<file path="config.mk">
export PLATFORM = sky130hd
export DESIGN_NAME = id_stage_flat
export DESIGN_NICKNAME = d
export VERILOG_FILES = /design/src/rtl/id_stage_if.sv /design/src/rtl/id_stage.sv /design/src/flat_wrapper.sv
export SDC_FILE = /design/constraint.sdc
export NUM_CORES = 1
export LEC_CHECK = 0
export ABC_AREA = 0
export CAP_MARGIN = 10
export CORE_MARGIN = 5
export CORE_UTILIZATION = 40
export DETAILED_ROUTE_END_ITERATION = 8
export GPL_TIMING_DRIVEN = 0
export HOLD_SLACK_MARGIN = 0.02
export PLACE_DENSITY = 0.77
export SYNTH_ARGS = -nofsm -noshare
export SYNTH_HDL_FRONTEND = slang
export SYNTH_SLANG_ARGS = --single-unit
</file>
<file path="constraint.sdc">
create_clock -name clk -period 5.5 [get_ports clk]
set_clock_uncertainty 0.1 [all_clocks]
set_input_delay 0.825 -clock clk [delete_from_list [all_inputs] [get_ports clk]]
set_output_delay 0.825 -clock clk [all_outputs]
set_load 0.02 [all_outputs]
</file>
<file path="src/rtl/id_stage_if.sv">
// Handshake bundles on either side of the decode stage:
// the fetched-instruction channel and the decoded ID/EX channel.
interface id_in_if #(
  parameter int XLEN = 32
);
  logic            valid;
  logic            ready;
  logic [31:0]     inst;
  logic [XLEN-1:0] pc;

  modport master (output valid, inst, pc, input ready);
  modport slave  (input valid, inst, pc, output ready);
endinterface

interface id_out_if #(
  parameter int XLEN    = 32,
  parameter int RADDR_W = 5
);
  logic               valid;
  logic               ready;
  logic [XLEN-1:0]    pc;
  logic [XLEN-1:0]    rs1_val;
  logic [XLEN-1:0]    rs2_val;
  logic [XLEN-1:0]    imm;
  logic [RADDR_W-1:0] rd;
  logic [6:0]         opcode;
  logic [2:0]         funct3;
  logic               funct7b5;
  logic               is_load;
  logic               illegal;

  modport master (output valid, pc, rs1_val, rs2_val, imm, rd, opcode, funct3,
                  funct7b5, is_load, illegal, input ready);
  modport slave  (input valid, pc, rs1_val, rs2_val, imm, rd, opcode, funct3,
                  funct7b5, is_load, illegal, output ready);
endinterface

</file>
<file path="src/rtl/id_stage.sv">
// RV32I decode stage: field split, register-file operand fetch with writeback
// bypass, immediate generation, load-use stall and the ID/EX output register.
module id_stage #(
  parameter int XLEN    = 32,
  parameter int RADDR_W = 5
) (
  input  logic               clk,
  input  logic               rst_n,
  id_in_if.slave             in_if,
  input  logic               flush,
  output logic [RADDR_W-1:0] r_addr_a,
  input  logic [XLEN-1:0]    r_data_a,
  output logic [RADDR_W-1:0] r_addr_b,
  input  logic [XLEN-1:0]    r_data_b,
  input  logic               wb_en,
  input  logic [RADDR_W-1:0] wb_addr,
  input  logic [XLEN-1:0]    wb_data,
  id_out_if.master           out_if
);

  localparam logic [6:0] OP_LOAD   = 7'b0000011;
  localparam logic [6:0] OP_IMM    = 7'b0010011;
  localparam logic [6:0] OP_JALR   = 7'b1100111;
  localparam logic [6:0] OP_SYSTEM = 7'b1110011;
  localparam logic [6:0] OP_STORE  = 7'b0100011;
  localparam logic [6:0] OP_BRANCH = 7'b1100011;
  localparam logic [6:0] OP_LUI    = 7'b0110111;
  localparam logic [6:0] OP_AUIPC  = 7'b0010111;
  localparam logic [6:0] OP_JAL    = 7'b1101111;
  localparam logic [6:0] OP_REG    = 7'b0110011;

  logic [31:0]        inst;
  logic [6:0]         opcode;
  logic [RADDR_W-1:0] rs1, rs2, rd;
  logic [XLEN-1:0]    rs1_val, rs2_val, imm;
  logic               illegal, uses_rs2, stall, in_ready, accept;

  logic               valid_q, is_load_q, funct7b5_q, illegal_q;
  logic [XLEN-1:0]    pc_q, rs1_q, rs2_q, imm_q;
  logic [RADDR_W-1:0] rd_q;
  logic [6:0]         opcode_q;
  logic [2:0]         funct3_q;

  assign inst     = in_if.inst;
  assign opcode   = inst[6:0];
  assign rd       = inst[11:7];
  assign rs1      = inst[19:15];
  assign rs2      = inst[24:20];
  assign r_addr_a = rs1;
  assign r_addr_b = rs2;

  // The register file write only lands at the edge, so same-cycle writeback wins over its read data.
  assign rs1_val = (rs1 == '0) ? '0 : (wb_en && wb_addr == rs1) ? wb_data : r_data_a;
  assign rs2_val = (rs2 == '0) ? '0 : (wb_en && wb_addr == rs2) ? wb_data : r_data_b;

  always_comb begin
    imm     = '0;
    illegal = 1'b0;
    case (opcode)
      OP_LOAD, OP_IMM, OP_JALR, OP_SYSTEM:
        imm = {{20{inst[31]}}, inst[31:20]};
      OP_STORE:
        imm = {{20{inst[31]}}, inst[31:25], inst[11:7]};
      OP_BRANCH:
        imm = {{19{inst[31]}}, inst[31], inst[7], inst[30:25], inst[11:8], 1'b0};
      OP_LUI, OP_AUIPC:
        imm = {inst[31:12], 12'b0};
      OP_JAL:
        imm = {{11{inst[31]}}, inst[31], inst[19:12], inst[20], inst[30:21], 1'b0};
      OP_REG:
        imm = '0;
      default:
        illegal = 1'b1;
    endcase
  end

  // Only R, S and B formats actually read rs2; other formats reuse those bits as immediate.
  assign uses_rs2 = (opcode == OP_REG) || (opcode == OP_STORE) || (opcode == OP_BRANCH);
  assign stall    = valid_q && is_load_q && (rd_q != '0) &&
                    ((rd_q == rs1) || (uses_rs2 && (rd_q == rs2)));
  assign in_ready = flush || ((!valid_q || out_if.ready) && !stall);
  assign accept   = in_if.valid && in_ready;

  assign in_if.ready = in_ready;

  always_ff @(posedge clk or negedge rst_n) begin
    if (!rst_n) begin
      valid_q    <= 1'b0;
      pc_q       <= '0;
      rs1_q      <= '0;
      rs2_q      <= '0;
      imm_q      <= '0;
      rd_q       <= '0;
      opcode_q   <= '0;
      funct3_q   <= '0;
      funct7b5_q <= 1'b0;
      is_load_q  <= 1'b0;
      illegal_q  <= 1'b0;
    end else if (flush) begin
      valid_q <= 1'b0;
    end else if (accept) begin
      valid_q    <= 1'b1;
      pc_q       <= in_if.pc;
      rs1_q      <= rs1_val;
      rs2_q      <= rs2_val;
      imm_q      <= imm;
      rd_q       <= rd;
      opcode_q   <= opcode;
      funct3_q   <= inst[14:12];
      funct7b5_q <= inst[30];
      is_load_q  <= (opcode == OP_LOAD);
      illegal_q  <= illegal;
    end else if (out_if.ready) begin
      valid_q <= 1'b0;
    end
  end

  assign out_if.valid    = valid_q;
  assign out_if.pc       = pc_q;
  assign out_if.rs1_val  = rs1_q;
  assign out_if.rs2_val  = rs2_q;
  assign out_if.imm      = imm_q;
  assign out_if.rd       = rd_q;
  assign out_if.opcode   = opcode_q;
  assign out_if.funct3   = funct3_q;
  assign out_if.funct7b5 = funct7b5_q;
  assign out_if.is_load  = is_load_q;
  assign out_if.illegal  = illegal_q;

endmodule
</file>
<file path="src/flat_wrapper.sv">
// flat-port wrapper written by rule: the top's interface ports become plain ports
module id_stage_flat 
#(
  parameter int XLEN    = 32,
  parameter int RADDR_W = 5
)
  (clk, rst_n, flush, r_addr_a, r_data_a, r_addr_b, r_data_b, wb_en, wb_addr, wb_data, in_if_valid, in_if_inst, in_if_pc, in_if_ready, out_if_valid, out_if_pc, out_if_rs1_val, out_if_rs2_val, out_if_imm, out_if_rd, out_if_opcode, out_if_funct3, out_if_funct7b5, out_if_is_load, out_if_illegal, out_if_ready);
  id_in_if #(.XLEN(XLEN)) in_if_i ();
  id_out_if #(.XLEN(XLEN), .RADDR_W(RADDR_W)) out_if_i ();
  input  logic clk;
  input  logic rst_n;
  input  logic flush;
  output logic [RADDR_W-1:0] r_addr_a;
  input  logic [XLEN-1:0] r_data_a;
  output logic [RADDR_W-1:0] r_addr_b;
  input  logic [XLEN-1:0] r_data_b;
  input  logic wb_en;
  input  logic [RADDR_W-1:0] wb_addr;
  input  logic [XLEN-1:0] wb_data;
  input wire logic [$bits(in_if_i.valid)-1:0] in_if_valid;
  input wire logic [$bits(in_if_i.inst)-1:0] in_if_inst;
  input wire logic [$bits(in_if_i.pc)-1:0] in_if_pc;
  output wire logic [$bits(in_if_i.ready)-1:0] in_if_ready;
  output wire logic [$bits(out_if_i.valid)-1:0] out_if_valid;
  output wire logic [$bits(out_if_i.pc)-1:0] out_if_pc;
  output wire logic [$bits(out_if_i.rs1_val)-1:0] out_if_rs1_val;
  output wire logic [$bits(out_if_i.rs2_val)-1:0] out_if_rs2_val;
  output wire logic [$bits(out_if_i.imm)-1:0] out_if_imm;
  output wire logic [$bits(out_if_i.rd)-1:0] out_if_rd;
  output wire logic [$bits(out_if_i.opcode)-1:0] out_if_opcode;
  output wire logic [$bits(out_if_i.funct3)-1:0] out_if_funct3;
  output wire logic [$bits(out_if_i.funct7b5)-1:0] out_if_funct7b5;
  output wire logic [$bits(out_if_i.is_load)-1:0] out_if_is_load;
  output wire logic [$bits(out_if_i.illegal)-1:0] out_if_illegal;
  input wire logic [$bits(out_if_i.ready)-1:0] out_if_ready;
  assign in_if_i.valid = in_if_valid;
  assign in_if_i.inst = in_if_inst;
  assign in_if_i.pc = in_if_pc;
  assign in_if_ready = in_if_i.ready;
  assign out_if_valid = out_if_i.valid;
  assign out_if_pc = out_if_i.pc;
  assign out_if_rs1_val = out_if_i.rs1_val;
  assign out_if_rs2_val = out_if_i.rs2_val;
  assign out_if_imm = out_if_i.imm;
  assign out_if_rd = out_if_i.rd;
  assign out_if_opcode = out_if_i.opcode;
  assign out_if_funct3 = out_if_i.funct3;
  assign out_if_funct7b5 = out_if_i.funct7b5;
  assign out_if_is_load = out_if_i.is_load;
  assign out_if_illegal = out_if_i.illegal;
  assign out_if_i.ready = out_if_ready;
  id_stage #(.XLEN(XLEN), .RADDR_W(RADDR_W)) u_core (.clk(clk), .rst_n(rst_n), .in_if(in_if_i), .flush(flush), .r_addr_a(r_addr_a), .r_data_a(r_data_a), .r_addr_b(r_addr_b), .r_data_b(r_data_b), .wb_en(wb_en), .wb_addr(wb_addr), .wb_data(wb_data), .out_if(out_if_i));
endmodule
</file>
==> flow_metrics.py <==
metrics = {
    "outcome": {
        "status": "finished clean",
    },
    "grt": {
        "grt_pass1_vias": 7094,
        "grt_overflow_total": 0,
        "grt_pass1_wl_mm": 41.5,
        "antenna_found_initial": 2,
        "grt_max_degree": 95,
        "track_usage_pct": 24.7,
    },
    "timing": {
        "timing.slew.headroom_pct": 25.8,
        "slew_violations": 0,
        "min_period_ns": 4.79,
        "rsz0062_at_grt": "no",
        "finalHoldViolCount": 0,
        "finalSetupViolations": 0,
        "worstMarginPinSlew_ns": 1.10,
        "max_clock_freq_mhz": 209,
        "period_share_pct": 87.0,
        "worst_hold_slack_ns": 0.259,
    },
    "clock_network": {
        "holdBufCountCts": 0,
        "cts_tree": "done",
        "cts-root-buf": "clkbuf_16",
        "ctsResizeCount": 0,
        "clk_path_buf_depth": 2,
        "post_cts_buffers": 0,
        "clk_latency_ns": 0.42,
        "htreeDepth": 4,
        "cts_buffers": 17,
        "clock-sinks": 147,
        "path_clk_slew_ns": 0.06,
    },
    "setup_path": {
        "endpoint_kind": "output pin",
        "r2r_slack_ns": 2.88,
        "required_ns": 4.58,
        "r2r-start": "u_core.out_if.rd[2]",
        "cp-endpoint": "in_if_ready",
        "r2r-end": "u_core.out_if.rs2_val[27]",
        "criticalPathCategory": "input port to output pin",
        "crit_fanout": 10,
        "startpoint_type": "input port",
        "critical_path_arrival_ns": 3.86,
        "rr_worst_depth": 8,
        "worstSetupStartpoint": "in_if_inst[5]",
    },
    "synth": {
        "yosys_warnings": 0,
        "yosysSeqAreaShare_pct": 50.1,
        "synth_area_sq_mm": 0.00734,
        "syn_avg_cell_area_sq_um": 11.7,
        "synth.net_count": 799,
        "synthArstFlopShare_pct": 100,
        "synth_edf_count": 0,
        "synth_cells": 628,
        "ys_ff_latch": 147,
        "dominantRegCellSynth": "dfrtp_1",
        "synth.distinct_cells": 41,
    },
    "placement": {
        "place_hpwl_mm": 20.5,
        "routabilityCongestion": 0.851,
        "port_buffers": 326,
        "post_dp_cell_area_sq_mm": 0.0109,
        "dpl.cell_count": 1184,
    },
    "flow_run": {
        "maxCapViolCount": 0,
    },
    "floorplanning": {
        "num_rows": 49,
        "die_area_sq_mm": 0.0212,
        "die_w_um": 146,
        "core_area_sq_mm": 0.0180,
        "dieHeight_um": 146,
        "io_pins": 329,
        "start_util_pct": 40.7,
    },
    "detailed_routing": {
        "drt_first_pass_iters": 5,
        "drc": 0,
        "drt-total-wl_mm": 26.7,
        "avgRoutedWirePerCell_um": 21.9,
        "drtAntennaViolNets": 0,
        "vias": 6651,
        "initialDrtViolationCount": 439,
        "vias_per_cell": 5.46,
    },
    "final_layout": {
        "nFillCells": 1467,
        "final_cell_mix": "clkdlybuf4s50_1, dfrtp_1, mux2i_1",
        "nNetsFinal": 1145,
        "area_growth_pct": 57.0,
        "final_common_cell": "clkdlybuf4s50_1",
        "finalNonFillerCells": 1218,
        "drive_gt1_share_pct": 13.1,
        "final_area_sq_mm": 0.0115,
    },
    "hold_path": {
        "hp-class": "input port to async pin",
    },
    "power_and_ir_drop": {
        "p_leak_uw": 0.00452,
        "vdd_drop_max_v": 0.000212,
        "p_per_area_mw_per_mm2": 305,
    },
}
==> cell usage after synthesis, drive strengths merged (3+ instances only) <==
| cell type | count | area [sq um] |
|---|---|---|
| mux2i | 83 | 831 |
| a21oi | 24 | 131 |
| buf | 34 | 229 |
| xnor2 | 7 | 61.3 |
| mux2 | 56 | 706 |
| xor2 | 14 | 123 |
| and3 | 3 | 18.8 |
| o41ai | 66 | 578 |
| clkbuf | 34 | 128 |
| o31ai | 7 | 52.6 |
| dfrtp | 147 | 3680 |
| nor2 | 13 | 51.3 |
| o21ai | 73 | 365 |
| nand2 | 11 | 41.3 |
| nor4 | 3 | 18.8 |
| inv | 23 | 86.3 |
| or4 | 3 | 22.5 |
| a22o | 5 | 43.8 |
| nand3 | 3 | 15.0 |
==> cell type report <==
cell class | count | area (sq um) | share of cell area [%]
multi-input cells | 390 | 3220 | 28.0
clock buffers | 20 | 447 | 3.87
plain buffers | 68 | 357 | 3.09
well taps | 229 | 287 | 2.49
repair buffers | 327 | 3290 | 28.6
clock inverters | 12 | 154 | 1.33
flip-flops and latches | 147 | 3680 | 31.9
diodes | 2 | 5.00 | 0.0434
inverters | 23 | 86.3 | 0.749
==> how the worst min path moves through the flow <==
stage                          endpoint                startpoint  cells past startpoint
2_1_floorplan   u_core.out_if.funct3[0]                     rst_n                      0
3_3_place_gp   u_core.out_if.rs2_val[6]  u_core.out_if.rs2_val[6]                      2
3_5_place_dp   u_core.out_if.rs1_val[2]  u_core.out_if.rs1_val[2]                      2
4_1_cts        u_core.out_if.rs1_val[1]                     rst_n                      1
5_1_grt            u_core.out_if.pc[11]                     rst_n                      1
6_report       u_core.out_if.rs1_val[3]                     rst_n                      1
==> logic make-up (layout without fill, tap and decap cells) <==
| group | after synthesis | after routing | synth area share, % |
|---|---|---|---|
| XOR/XNOR | 21 | 21 | 2.50 |
| AND/OR/NAND/NOR | 47 | 47 | 3.37 |
| multiplexers | 139 | 139 | 20.9 |
| other | 0 | 2 | 0 |
| AO/OA/AOI/OAI | 183 | 183 | 17.1 |
| flip-flops | 147 | 147 | 50.1 |
| buffers and inverters | 91 | 450 | 6.03 |
==> where the power goes <==
group	leakage, uW	switching (uW)	total (uW)	internal, uW
combinational	0.00239	477	1000	523
clock	0.000287	476	1200	727
sequential	0.00184	88.0	1320	1230
total	0.00452	1040	3520	2480
==> layer usage <==
layer	track usage [%]	wire length [um]	part of all wire [%]	vias up
met5	0	0	0	-
met4	8.82	618	2.3	0
met3	6.26	1900	7.1	30
met2	42.3	13500	51	293
met1	30.3	10600	40	3290
li1	-	-	-	3038
==> registers in the layout, summed over array words and instances, names as in the netlist <==
name,cells
u_core.out_if.rs1_val,32
u_core.out_if.is_load,1
u_core.out_if.funct7b5,1
u_core.out_if.pc,32
u_core.out_if.imm,32
u_core.out_if.opcode,7
u_core.out_if.funct3,3
u_core.out_if.rs2_val,32
u_core.out_if.rd,5
u_core.out_if.illegal,1
u_core.out_if.valid,1
==> stage by stage <==
| stage | TNS [ns] | worst slack, ns | power [uW] | utilization, % |
|---|---|---|---|---|
| floorplan | 0 | 2.28 | 1770 | - |
| global placement | -387.80 | -2.65 | 2320 | 60.4 |
| detailed placement | 0 | 0.676 | 2340 | 60.6 |
| CTS | 0 | 0.661 | 3550 | 63.9 |
| global route | 0 | 0.497 | 3660 | 64.0 |
| finish | 0 | 0.712 | 3520 | 64.0 |
==> critical path: stages <==
cell and delay (ns):
clkdlybuf4s50_1 0.66, inv_2 0.12, a2111oi_4 0.37, nand4_2 0.16
a21oi_4 0.35, buf_6 0.20, clkbuf_1 0.45, nor2_1 0.13
clkdlybuf4s50_1 0.59
No activity file was read; power rests on OpenSTA's default activity.
